File: config.mk
export PLATFORM = sky130hd
export DESIGN_NAME = mem_arbiter
export DESIGN_NICKNAME = d
export VERILOG_FILES = /design/src/rtl/mem_pkg.sv /design/src/rtl/mem_lane_format.sv /design/src/rtl/mem_arbiter.sv
export SDC_FILE = /design/constraint.sdc
export NUM_CORES = 1
export LEC_CHECK = 0
export BUFFER_PORTS_ARGS = -buffer_cell sky130_fd_sc_hd__buf_2
export CORE_UTILIZATION = 50
export CTS_BUF_LIST = sky130_fd_sc_hd__clkbuf_8
export DETAILED_ROUTE_END_ITERATION = 10
export GPL_TIMING_DRIVEN = 0
export PLACE_DENSITY = 0.93
export SLEW_MARGIN = 20
export SYNTH_ARGS = -nofsm -noshare
export SYNTH_HDL_FRONTEND = slang
export SYNTH_HIERARCHICAL = 1
export SYNTH_SLANG_ARGS = --single-unit
File: constraint.sdc
create_clock -name clk -period 5.7 [get_ports clk]
set_input_delay 0.57 -clock clk [delete_from_list [all_inputs] [get_ports clk]]
set_output_delay 0.57 -clock clk [all_outputs]
set_load 0.02 [all_outputs]
File: src/rtl/mem_pkg.sv
// Shared definitions for the external-memory request path: FSM encodings,
// access sizes, port ids, address regions and small decode helpers.
package mem_pkg;

  typedef enum logic [1:0] {
    ST_IDLE    = 2'd0,
    ST_BUSY    = 2'd1,
    ST_RELEASE = 2'd2
  } state_e;

  typedef enum logic {
    PORT_IF = 1'b0,
    PORT_LS = 1'b1
  } port_e;

  localparam logic [1:0] SIZE_BYTE = 2'd0;
  localparam logic [1:0] SIZE_HALF = 2'd1;
  localparam logic [1:0] SIZE_WORD = 2'd2;

  // addr[31:24] selects the chip select on the engine side
  localparam logic [7:0] REGION_CS1 = 8'd0;
  localparam logic [7:0] REGION_CS2 = 8'd1;

  function automatic logic [2:0] size_to_bytes(input logic [1:0] size);
    case (size)
      SIZE_BYTE: return 3'd1;
      SIZE_HALF: return 3'd2;
      default:   return 3'd4;
    endcase
  endfunction

  function automatic logic misaligned(input logic [1:0] size, input logic [1:0] lsb);
    return ((size == SIZE_HALF) && lsb[0]) || ((size == SIZE_WORD) && (lsb != 2'd0));
  endfunction

  function automatic logic region_bad(input logic [7:0] region, input int unsigned regions);
    return 32'(region) >= regions;
  endfunction

endpackage

File: src/rtl/mem_lane_format.sv
// Lane reordering between RISC-V little-endian data and the engine's MSB-first
// byte stream; purely combinational, WRITE selects packing or unpacking.
module mem_lane_format
  import mem_pkg::*;
#(
  parameter bit WRITE = 1'b0
) (
  input  logic [1:0]  size_i,
  input  logic        unsigned_i,
  input  logic [31:0] data_i,
  output logic [31:0] data_o
);

  generate
    if (WRITE) begin : g_pack
      logic unused_uns;
      assign unused_uns = unsigned_i;

      // byte at addr+k lands at [31-8k -: 8]; lanes past the size are zeroed
      always_comb begin
        data_o = {data_i[7:0], data_i[15:8], data_i[23:16], data_i[31:24]};
        case (size_i)
          SIZE_BYTE: data_o[23:0] = '0;
          SIZE_HALF: data_o[15:0] = '0;
          default:   ;
        endcase
      end
    end else begin : g_unpack
      // first-received byte sits highest in the N-byte field
      always_comb begin
        case (size_i)
          SIZE_BYTE: data_o = {{24{~unsigned_i & data_i[7]}}, data_i[7:0]};
          SIZE_HALF: data_o = {{16{~unsigned_i & data_i[7]}}, data_i[7:0], data_i[15:8]};
          default:   data_o = {data_i[7:0], data_i[15:8], data_i[23:16], data_i[31:24]};
        endcase
      end
    end
  endgenerate

endmodule

File: src/rtl/mem_arbiter.sv
// Fetch/load-store arbiter driving the SPI engine's level start/done handshake.
// Start rises 1 cycle after grant, ready pulses 1 cycle after done; requests wait in IDLE.
module mem_arbiter
  import mem_pkg::*;
#(
  parameter int unsigned MEM_REGIONS = 2
) (
  input  logic        clk,
  input  logic        rst,
  input  logic        if_req,
  input  logic [31:0] if_addr,
  output logic        if_ready,
  output logic        if_err,
  output logic [31:0] if_data,
  input  logic        ls_req,
  input  logic        ls_we,
  input  logic [1:0]  ls_size,
  input  logic        ls_unsigned,
  input  logic [31:0] ls_addr,
  input  logic [31:0] ls_wdata,
  output logic        ls_ready,
  output logic        ls_err,
  output logic [31:0] ls_rdata,
  output logic        mem_start_request,
  output logic [2:0]  mem_num_bytes,
  output logic [31:0] mem_target_address,
  output logic        mem_is_write,
  output logic [31:0] mem_write_value,
  input  logic        mem_request_done,
  input  logic [31:0] mem_target_data
);

  state_e      state_q;
  port_e       last_grant_q, port_q;
  logic [31:0] addr_q, wval_q;
  logic [1:0]  size_q;
  logic [2:0]  nbytes_q;
  logic        we_q, uns_q, start_q;
  logic        if_ready_q, if_err_q, ls_ready_q, ls_err_q;
  logic [31:0] if_data_q, ls_rdata_q;

  port_e       grant_port;
  logic        grant_vld, grant_ls, req_err;
  logic [31:0] req_addr, wfmt, rfmt;
  logic [1:0]  req_size;

  // on a tie the port that lost last time goes first
  assign grant_vld  = if_req | ls_req;
  assign grant_port = (if_req && ls_req) ? ((last_grant_q == PORT_IF) ? PORT_LS : PORT_IF)
                                         : (ls_req ? PORT_LS : PORT_IF);
  assign grant_ls   = (grant_port == PORT_LS);
  assign req_addr   = grant_ls ? ls_addr : if_addr;
  assign req_size   = grant_ls ? ls_size : SIZE_WORD;
  assign req_err    = misaligned(req_size, req_addr[1:0]) || (req_size == 2'd3) ||
                      region_bad(req_addr[31:24], MEM_REGIONS);

  mem_lane_format #(.WRITE(1'b1)) u_wr_fmt (
    .size_i    (ls_size),
    .unsigned_i(1'b1),
    .data_i    (ls_wdata),
    .data_o    (wfmt)
  );

  mem_lane_format #(.WRITE(1'b0)) u_rd_fmt (
    .size_i    (size_q),
    .unsigned_i(uns_q),
    .data_i    (mem_target_data),
    .data_o    (rfmt)
  );

  always_ff @(posedge clk or posedge rst) begin
    if (rst) begin
      state_q      <= ST_IDLE;
      last_grant_q <= PORT_IF;
      port_q       <= PORT_IF;
      addr_q       <= '0;
      wval_q       <= '0;
      size_q       <= '0;
      nbytes_q     <= '0;
      we_q         <= 1'b0;
      uns_q        <= 1'b0;
      start_q      <= 1'b0;
      if_ready_q   <= 1'b0;
      if_err_q     <= 1'b0;
      if_data_q    <= '0;
      ls_ready_q   <= 1'b0;
      ls_err_q     <= 1'b0;
      ls_rdata_q   <= '0;
    end else begin
      case (state_q)
        ST_IDLE: begin
          if (grant_vld) begin
            last_grant_q <= grant_port;
            if (req_err) begin
              // rejected without touching the engine-facing registers
              state_q <= ST_RELEASE;
              if (grant_ls) begin
                ls_ready_q <= 1'b1;
                ls_err_q   <= 1'b1;
                ls_rdata_q <= '0;
              end else begin
                if_ready_q <= 1'b1;
                if_err_q   <= 1'b1;
                if_data_q  <= '0;
              end
            end else begin
              state_q  <= ST_BUSY;
              start_q  <= 1'b1;
              port_q   <= grant_port;
              addr_q   <= req_addr;
              size_q   <= req_size;
              nbytes_q <= size_to_bytes(req_size);
              we_q     <= grant_ls & ls_we;
              wval_q   <= (grant_ls && ls_we) ? wfmt : '0;
              uns_q    <= grant_ls ? ls_unsigned : 1'b1;
            end
          end
        end
        ST_BUSY: begin
          if (mem_request_done) begin
            state_q <= ST_RELEASE;
            start_q <= 1'b0;
            if (port_q == PORT_LS) begin
              ls_ready_q <= 1'b1;
              ls_err_q   <= 1'b0;
              ls_rdata_q <= rfmt;
            end else begin
              if_ready_q <= 1'b1;
              if_err_q   <= 1'b0;
              if_data_q  <= rfmt;
            end
          end
        end
        ST_RELEASE: begin
          state_q    <= ST_IDLE;
          if_ready_q <= 1'b0;
          if_err_q   <= 1'b0;
          ls_ready_q <= 1'b0;
          ls_err_q   <= 1'b0;
        end
        default: state_q <= ST_IDLE;
      endcase
    end
  end

  assign if_ready           = if_ready_q;
  assign if_err             = if_err_q;
  assign if_data            = if_data_q;
  assign ls_ready           = ls_ready_q;
  assign ls_err             = ls_err_q;
  assign ls_rdata           = ls_rdata_q;
  assign mem_start_request  = start_q;
  assign mem_num_bytes      = nbytes_q;
  assign mem_target_address = addr_q;
  assign mem_is_write       = we_q;
  assign mem_write_value    = wval_q;

endmodule

==> impl_metrics.env, run 1 <==
export IMPL_root_buffer_cell="sky130_fd_sc_hd__clkbuf_8"
export IMPL_vias_in_the_first_global_route=5601
export IMPL_final_net_count=994
export IMPL_critical_path_max_stage_delay_ns=0.60
export IMPL_hold_bufs_at_cts=0
export IMPL_floorplan_initialDensity_pct=51.39
export IMPL_crit_reg2reg_launch="state_q[0]"
export IMPL_worst_r2r_setup_slack_ns=3.01
export IMPL_grt_max_degree=75
export IMPL_critPathSlowestCell="sky130_fd_sc_hd__a2111oi_2"
export IMPL_timing_critical_path_cells="inv_1 -> ha_1 -> clkbuf_1 -> o21ai_0 -> a2111oi_2 -> buf_2 -> buf_4 -> a31oi_1"
export IMPL_grt_pass1_wl_um=29010
export IMPL_syn_mean_instance_area_um2=11.40
export IMPL_io_pin_count=274
export IMPL_run_status="complete, no violations"
export IMPL_achievable_frequency_mhz=372.0
export IMPL_drive_above_1_share_pct=41.75
export IMPL_finalWeightedCongestion=0.8722
export IMPL_crit_cells=8
export IMPL_power_density_nw_per_um2=299.4
export IMPL_numPortBuffers=265
export IMPL_synth_cells=569
export IMPL_die_width_um=115.9
export IMPL_tritoncts="yes"
export IMPL_critical_path_peak_fanout=10
export IMPL_drt_vias_per_instance=5.665
export IMPL_critPathKind="flop to flop"
export IMPL_end_of_the_worst_register_to_register_path="mem_target_address[3]"
export IMPL_vdd_ir_drop_worst_v=0.0001797
export IMPL_hold_viol_final=0
export IMPL_slew_viol_final=0
export IMPL_post_route_drc_count=0
export IMPL_cts_reportedPaths_clkPinSlew_ns=0.08
export IMPL_timing_hold_worst_class="input port to async pin"
export IMPL_post_cts_setup_buffer_count=0
export IMPL_timing_endpoint_of_the_critical_path="mem_target_address[3]"
export IMPL_cp_num_buf_inv=4
export IMPL_worst_slew_pin_transition_ns=0.8233
export IMPL_dpl_cell_area_um2=8061
export IMPL_final_setup_fails=0
export IMPL_postCtsResizedCells=0
export IMPL_ctsHtreeMaxLevel=4
export IMPL_n_antenna_cell=0
export IMPL_grt_antenna_before_repair=0
export IMPL_setup_repair_after_global_routing_missed_its_margin="false"
export IMPL_timing_critical_path_from_type="flop"
export IMPL_number_of_buffers_on_the_longest_clock_path=2
export IMPL_drt_first_pass_iters=5
export IMPL_dieHeight_um=115.9
export IMPL_max_slew_margin_pct=44.98
export IMPL_fp_dieArea_um2=13430
export IMPL_total_number_of_yosys_warnings=6
export IMPL_critical_path_required_ns=6.00
export IMPL_globalRoute_totalOverflow=0
export IMPL_ant_nets=0
export IMPL_syn_cell_area_um2=6485
export IMPL_clk_insertion_delay_late_ns=0.44
export IMPL_timing_reg2reg_worst_path_depth=8
export IMPL_finalCriticalPeriod_ns=2.688
export IMPL_post_dp_hpwl_um=14130
export IMPL_grt_overall_usage_pct=28.63
export IMPL_setup_tns_final_ns=0
export IMPL_finClkSkew_ns=0.01055
export IMPL_core_area_um2=12620
export IMPL_average_wire_per_standard_cell_um=18.12
export IMPL_cts_sink_count=143
export IMPL_core_rowCount=41
export IMPL_cap_violations=0
export IMPL_worstPathArrival_ns=2.99
export IMPL_final_design_area_no_fill_um2=8512
export IMPL_dr_total_vias=5886
export IMPL_detail_route_iter0_violations=503
export IMPL_syn_num_nets=709
export IMPL_crit_family="buffers and inverters"
export IMPL_routed_wl_um=18830
export IMPL_post_route_period_util_pct=47.16
export IMPL_endpoint_kind="flop"
export IMPL_critical_path_source="state_q[0]"
export IMPL_cts_inserted_buffers=17
export IMPL_flow_area_growth_from_synthesis_pct=31.26
export IMPL_total_power_mw=2.549
export IMPL_leakage_power_nw=4.714
==> how the worst min path moves through the flow <==
stage / startpoint / end / slack (ns) / cells past startpoint
after detailed placement: mem_is_write / mem_is_write / 0.46 / 1
after global placement: mem_num_bytes[1] / mem_num_bytes[1] / 0.47 / 1
after global routing: rst / if_data[10] / 0.16 / 2
final: rst / if_data[10] / 0.16 / 2
after CTS: rst / if_data[10] / 0.16 / 2
after floorplan: port_q / port_q / 0.46 / 1
==> power breakdown <==
group	internal, mW	switching, mW
clock network	0.499	0.408
logic	0.202	0.346
registers	1.06	0.0334
==> state kept, by name, summed over array words and instances, names as in the netlist, 2 cells and up <==
register,count
mem_num_bytes,2
size_q,2
state_q,2
mem_write_value,32
ls_rdata,32
mem_target_address,32
if_data,32
==> worst register-to-register path, stage by stage, from the launching register on <==
cell	delay (ns)
sky130_fd_sc_hd__dfrtp_1	0.40
sky130_fd_sc_hd__inv_1	0.10
sky130_fd_sc_hd__ha_1	0.21
sky130_fd_sc_hd__clkbuf_1	0.40
sky130_fd_sc_hd__o21ai_0	0.21
sky130_fd_sc_hd__a2111oi_2	0.60
sky130_fd_sc_hd__buf_2	0.32
sky130_fd_sc_hd__buf_4	0.21
sky130_fd_sc_hd__a31oi_1	0.11
==> through the flow <==
| step | instances | worst slack (ns) | hold slack [ns] | utilization, % |
|---|---|---|---|---|
| floorplan | 569 | 1.292 | 0.4635 | - |
| global placement | 1006 | -0.09949 | 0.4688 | 63.60 |
| detailed placement | 1007 | 2.975 | 0.4633 | 63.88 |
| CTS | 1039 | 3.041 | 0.1561 | 67.45 |
| global route | 1039 | 2.772 | 0.1556 | 67.45 |
| finish | 1039 | 3.012 | 0.1627 | 67.45 |
==> per-layer routing <==
layer | wire length (um) | part of all wire [%] | up-vias | global-route usage, %
met4 | 781 | 4.1 | 0 | 16.07
met5 | 0 | 0 | - | 0
met3 | 1602 | 8.5 | 67 | 7.322
met2 | 9012 | 48 | 379 | 46.90
li1 | - | - | 2644 | -
met1 | 7431 | 39 | 2796 | 34.49
==> layout by cell type (no fill, tap or decap), types with 4 or more instances in the layout <==
cell type / n
sky130_fd_sc_hd__a21o_1: 19
sky130_fd_sc_hd__a21oi_1: 16
sky130_fd_sc_hd__a22o_1: 98
sky130_fd_sc_hd__a2bb2oi_2: 7
sky130_fd_sc_hd__a31oi_1: 26
sky130_fd_sc_hd__and2_1: 14
sky130_fd_sc_hd__buf_2: 283
sky130_fd_sc_hd__buf_4: 14
sky130_fd_sc_hd__buf_6: 10
sky130_fd_sc_hd__bufinv_16: 4
sky130_fd_sc_hd__clkbuf_1: 9
sky130_fd_sc_hd__clkbuf_8: 18
sky130_fd_sc_hd__dfrtp_1: 143
sky130_fd_sc_hd__inv_1: 11
sky130_fd_sc_hd__inv_6: 4
sky130_fd_sc_hd__mux2i_1: 10
sky130_fd_sc_hd__nand2_1: 66
sky130_fd_sc_hd__nor2_1: 31
sky130_fd_sc_hd__nor2b_1: 9
sky130_fd_sc_hd__o21a_1: 9
sky130_fd_sc_hd__o21ai_0: 6
sky130_fd_sc_hd__o21ai_1: 8
==> cell type report <==
cell class                 count  area, um2
buffer                        53      349.1
clock inverter                14      202.7
sequential                   143       3578
inverter                      12      52.55
multi-input combinational    361       2512
fill                         944       4108
timing repair buffer         266       1354
tap                          172      215.2
clock buffer                  18      247.7
No activity file was read; power rests on OpenSTA's default activity.
==> inputs of run 2 (changes only) <==
Clock period 5.7 ns to 2.59 ns, I/O delays scaled along.
==> run 2 against run 1 <==
  * Worst setup slack got worse by 2.9 ns
  * Non-clock buffer count increased by 4
  * Via count down 0.17%
  * Critical endpoint is now if_data[7]
  * Largest cell class unchanged
  * Largest power group unchanged
==> impl_metrics.env, run 2 (synthesis gave the netlist of run 1 again) <==
export IMPL_cap_violations=0
export IMPL_power_density_nw_per_um2=635.8
export IMPL_cp_num_buf_inv=4
export IMPL_timing_critical_path_cells="inv_1 -> ha_1 -> clkbuf_2 -> inv_1 -> nor4_1 -> nor3_2 -> buf_2 -> a22o_1"
export IMPL_setup_repair_after_global_routing_missed_its_margin="false"
export IMPL_post_route_period_util_pct=94.54
export IMPL_critical_path_max_stage_delay_ns=0.52
export IMPL_hold_viol_final=0
export IMPL_critPathKind="flop to flop"
export IMPL_globalRoute_totalOverflow=0
export IMPL_max_slew_margin_pct=39.84
export IMPL_final_setup_fails=0
export IMPL_cp_common_cell="sky130_fd_sc_hd__inv_1"
export IMPL_core_area_um2=12620
export IMPL_finish_utilization_pct=67.83
export IMPL_critical_path_required_ns=2.91
export IMPL_flow_area_growth_from_synthesis_pct=31.99
export IMPL_detail_route_iter0_violations=391
export IMPL_post_cts_setup_buffer_count=0
export IMPL_vias_in_the_first_global_route=5645
export IMPL_timing_hold_worst_class="input port to flop"
export IMPL_fp_dieArea_um2=13430
export IMPL_routed_wl_um=18760
export IMPL_achievable_frequency_mhz=408.4
export IMPL_crit_family="buffers and inverters"
export IMPL_endpoint_kind="flop"
export IMPL_leakage_power_nw=4.718
export IMPL_grt_antenna_before_repair=4
export IMPL_final_design_area_no_fill_um2=8559
export IMPL_post_route_drc_count=0
export IMPL_ctsHtreeMaxLevel=4
export IMPL_slew_viol_final=0
export IMPL_worstPathArrival_ns=2.77
export IMPL_final_cell_mix="sky130_fd_sc_hd__buf_2 (283), sky130_fd_sc_hd__dfrtp_1 (143), sky130_fd_sc_hd__a22o_1 (98)"
export IMPL_finalCriticalPeriod_ns=2.449
export IMPL_floorplan_initialDensity_pct=51.39
export IMPL_timing_critical_path_from_type="flop"
export IMPL_final_common_cell="sky130_fd_sc_hd__buf_2"
export IMPL_number_of_buffers_on_the_longest_clock_path=2
export IMPL_core_rowCount=41
export IMPL_cts_reportedPaths_clkPinSlew_ns=0.08
export IMPL_dr_total_vias=5876
export IMPL_cts_sink_count=143
export IMPL_finClkSkew_ns=0.01217
export IMPL_grt_pass1_wl_um=28610
export IMPL_tritoncts="yes"
export IMPL_setup_tns_final_ns=0
export IMPL_dpl_cell_area_um2=8118
export IMPL_numPortBuffers=265
export IMPL_average_wire_per_standard_cell_um=17.96
export IMPL_root_buffer_cell="sky130_fd_sc_hd__clkbuf_8"
export IMPL_drive_above_1_share_pct=42.07
export IMPL_io_pin_count=274
export IMPL_worst_slew_pin_transition_ns=0.9001
export IMPL_post_place_ws_ns=-0.1474
export IMPL_ant_nets=0
export IMPL_drt_first_pass_iters=5
export IMPL_place_detailed_instances=1010
export IMPL_die_width_um=115.9
export IMPL_run_status="complete, no violations"
export IMPL_finalWeightedCongestion=0.8870
export IMPL_grt_max_degree=37
export IMPL_timing_final_ws_setup_ns=0.1415
export IMPL_final_net_count=998
export IMPL_post_dp_hpwl_um=14500
export IMPL_dieHeight_um=115.9
export IMPL_critPathSlowestCell="sky130_fd_sc_hd__nor4_1"
export IMPL_cts_inserted_buffers=17
export IMPL_drt_vias_per_instance=5.623
export IMPL_critical_path_peak_fanout=10
export IMPL_vdd_ir_drop_worst_v=0.0003835
export IMPL_stdcell_count=1045
export IMPL_grt_overall_usage_pct=28.30
export IMPL_clk_insertion_delay_late_ns=0.44
## run 2: path summary, 6_finish.rpt
path / endpoint / startpoint / cells past startpoint / slack (ns)
worst min-delay path: mem_write_value[24] / ls_wdata[0] / 2 / 0.03
max in group asynchronous: mem_write_value[13] / rst / 5 / 1.38
worst min register to register: mem_is_write / mem_is_write / 1 / 0.48
min in group asynchronous: if_data[11] / rst / 3 / 0.46
worst max register to register: if_data[7] / state_q[0] / 8 / 0.14
worst max-delay path: if_data[7] / state_q[0] / 8 / 0.14
## run 2: per-layer routing
metal / global-route usage (%) / share of wire (%) / up-vias
met5: 0 / 0.085 / -
met4: 16.92 / 3.9 / 2
met3: 6.904 / 8.1 / 56
met2: 46.63 / 49 / 351
met1: 33.69 / 39 / 2806
li1: - / - / 2661
## run 2: cell type report
cell class | instances | area, um2
Fill cell | 989 | 4060
Multi-Input combinational cell | 361 | 2534
Clock buffer | 17 | 234.0
Sequential cell | 143 | 3578
Clock inverter | 14 | 166.4
Tap cell | 172 | 215.2
Buffer | 53 | 351.6
Antenna cell | 3 | 7.507
Timing Repair Buffer | 270 | 1424
Inverter | 12 | 48.80
## run 2: timing repair
action / 4_1_cts / 5_1_grt
hold buffers: 1 / 0
gates resized for setup: 1 / 4
setup endpoints to repair: 56 / 27
hold endpoints to repair: 21 / 0
pin swaps: 0 / 1
## run 2: through the flow
step,hold slack (ns),power (mW)
after floorplan,0.3415,3.228
after global placement,0.4602,3.604
after detailed placement,0.3622,3.655
after CTS,0.0008185,5.456
after global routing,0.008450,5.694
final,0.03067,5.442
## run 2: report_power, final
| part | internal [mW] | leakage [nW] | total, mW | switching, mW |
|---|---|---|---|---|
| Clock | 0.946 | 0.199 | 1.81 | 0.864 |
| Combinational | 0.460 | 2.54 | 1.23 | 0.768 |
| Sequential | 2.33 | 1.98 | 2.40 | 0.0716 |
## run 2: worst register-to-register path: cells and delay by family, from the launching register on
kind / cells / cell delay [ns]
simple gates: 2 / 0.68
flops: 1 / 0.41
fa+ha+maj: 1 / 0.21
buf+inv: 4 / 0.77
compound gates: 1 / 0.26
==> inputs of run 3 (changes only) <==
Clock period 2.59 ns to 2.78 ns, I/O delays scaled along.
==> run 3 against run 2 <==
  * Routed wire length up 0.10%
  * Sequential power down 7%
  * Largest power group unchanged
  * Die area unchanged
  * Hold slack better by 0.018 ns
==> impl_metrics.env, run 3 (synthesis gave the netlist of run 1 again) <==
export IMPL_run_status="complete, no violations"
export IMPL_timing_critical_path_cells="a21boi_4 -> mux2i_2 -> o311ai_1 -> a21o_1 -> buf_4 -> a22o_1"
export IMPL_leakage_power_nw=4.717
export IMPL_final_common_cell="sky130_fd_sc_hd__buf_2"
export IMPL_power_switching_fraction_pct=31.24
export IMPL_vias_in_the_first_global_route=5645
export IMPL_numPortBuffers=265
export IMPL_fp_dieArea_um2=13430
export IMPL_worst_slew_pin_transition_ns=0.8865
export IMPL_floorplan_initialDensity_pct=51.39
export IMPL_total_switching_power_mw=1.582
export IMPL_hold_viol_final=0
export IMPL_internal_power_mw=3.482
export IMPL_worst_hold_path_depth=2
export IMPL_drt_first_pass_iters=5
export IMPL_critPathKind="flop to flop"
export IMPL_drive_above_1_share_pct=42.07
export IMPL_worstHoldStart="ls_wdata[0]"
export IMPL_clockPowerShare_pct=33.2
export IMPL_critical_path_peak_fanout=10
export IMPL_average_wire_per_standard_cell_um=17.97
export IMPL_worstPathArrival_ns=2.77
export IMPL_dieHeight_um=115.9
export IMPL_core_rowCount=41
export IMPL_grt_antenna_before_repair=4
export IMPL_detail_route_iter0_violations=382
export IMPL_final_setup_fails=0
export IMPL_post_route_drc_count=0
export IMPL_finalCriticalPeriod_ns=2.452
export IMPL_finish_utilization_pct=67.76
export IMPL_dr_total_vias=5817
export IMPL_cts_sink_count=143
export IMPL_tritoncts="yes"
export IMPL_setup_repair_after_global_routing_missed_its_margin="false"
export IMPL_cap_violations=0
export IMPL_critical_path_max_stage_delay_ns=0.62
export IMPL_slew_viol_final=0
export IMPL_grt_overall_usage_pct=28.30
export IMPL_achievable_frequency_mhz=407.8
export IMPL_core_area_um2=12620
export IMPL_die_width_um=115.9
export IMPL_critical_path_required_ns=3.10
export IMPL_timing_hold_worst_class="input port to flop"
export IMPL_crit_reg2reg_launch="last_grant_q"
export IMPL_flow_area_growth_from_synthesis_pct=31.85
export IMPL_grt_pass1_wl_um=28610
export IMPL_ant_nets=0
export IMPL_clk_insertion_delay_late_ns=0.44
export IMPL_fillers=991
export IMPL_seqPwrFrac_pct=44.2
export IMPL_final_net_count=998
export IMPL_final_cell_mix="sky130_fd_sc_hd__buf_2 (283), sky130_fd_sc_hd__dfrtp_1 (143), sky130_fd_sc_hd__a22o_1 (98)"
export IMPL_number_of_buffers_on_the_longest_clock_path=2
export IMPL_fin_worst_hold_slack_ns=0.04860
export IMPL_total_power_mw=5.065
export IMPL_ctsHtreeMaxLevel=4
export IMPL_cts_inserted_buffers=17
export IMPL_post_place_ws_ns=0.04260
export IMPL_hold_path_end="mem_write_value[24]"
export IMPL_globalRoute_totalOverflow=0
export IMPL_root_buffer_cell="sky130_fd_sc_hd__clkbuf_8"
export IMPL_io_pin_count=274
export IMPL_worst_r2r_setup_slack_ns=0.33
export IMPL_routed_wl_um=18780
export IMPL_cts_reportedPaths_clkPinSlew_ns=0.09
export IMPL_vdd_ir_drop_worst_v=0.0003567
export IMPL_timing_reg2reg_worst_path_depth=6
export IMPL_combinationalPowerShare_pct=22.6
export IMPL_max_slew_margin_pct=40.75
export IMPL_end_of_the_worst_register_to_register_path="ls_rdata[15]"
export IMPL_power_density_nw_per_um2=592.3
export IMPL_grt_max_degree=37
export IMPL_timing_final_ws_setup_ns=0.3278
export IMPL_critPathSlowestCell="sky130_fd_sc_hd__mux2i_2"
export IMPL_endpoint_kind="flop"
export IMPL_finClkSkew_ns=0.01266
export IMPL_timing_critical_path_from_type="flop"
export IMPL_finalWeightedCongestion=0.8870
export IMPL_post_dp_hpwl_um=14500
export IMPL_drt_vias_per_instance=5.567
export IMPL_post_route_period_util_pct=88.21
-- run 3: cell types whose count changed in the layout (fill, tap and decap cells not counted) --
cell | before | now
sky130_fd_sc_hd__mux2i_4 | 2 | 1
sky130_fd_sc_hd__mux2i_2 | 0 | 1
-- run 3: timing repair --
action,in CTS,in global routing
endpoints found under the hold margin,21,0
buffers inserted,0,0
hold buffers,1,0
endpoints found under the setup margin,0,57
resized for setup,0,5
-- run 3: area by class of cell --
| type | count | area (um2) | area share (%) |
|---|---|---|---|
| sequential | 143 | 3578 | 41.85 |
| multi-input combinational | 361 | 2525 | 29.53 |
| timing repair buffer | 270 | 1424 | 16.65 |
| buffer | 53 | 351.6 | 4.112 |
| clock buffer | 17 | 234.0 | 2.736 |
| tap | 172 | 215.2 | 2.517 |
| clock inverter | 14 | 166.4 | 1.946 |
| inverter | 12 | 48.80 | 0.5707 |
| antenna | 3 | 7.507 | 0.08780 |
-- run 3: critical path, delay by kind of cell, from the launching register on --
family | cells | cell delay, ns
AO/OA/AOI/OAI | 4 | 1.08
buffers and inverters | 1 | 0.20
flip-flops | 1 | 0.44
multiplexers | 1 | 0.62
-- run 3: metal layers --
metal	up-vias	routed length, um	track usage [%]
li1	2656	-	-
met1	2782	7438	33.69
met2	319	9100	46.63
met3	58	1465	6.904
met4	2	762	16.92
met5	-	16	0
-- run 3: worst max-delay path by stage --
stage,start,end
3_5_place_dp,state_q[0],mem_target_address[1]
2_1_floorplan,state_q[0],mem_target_address[10]
6_report,last_grant_q,ls_rdata[15]
3_3_place_gp,rst,size_q[1]
5_1_grt,last_grant_q,if_data[7]
4_1_cts,state_q[0],mem_target_address[1]
-- run 3: power groups by stage --
stage | clock network [mW] | registers (mW) | logic (mW)
finish | 1.68 | 2.24 | 1.14
global route | 1.81 | 2.25 | 1.24
CTS | 1.71 | 2.24 | 1.13
detailed placement | 0 | 2.28 | 1.13
global placement | 0 | 2.27 | 1.08
floorplan | 0 | 2.36 | 0.645
-- run 3: through the flow --
step                      TNS [ns]  cells  cell area, um2
after floorplan                  0    569            6489
after global placement      -11.18   1006            8030
after detailed placement         0   1010            8118
after CTS                        0   1042            8528
after global routing             0   1044            8548
final                            0   1045            8551
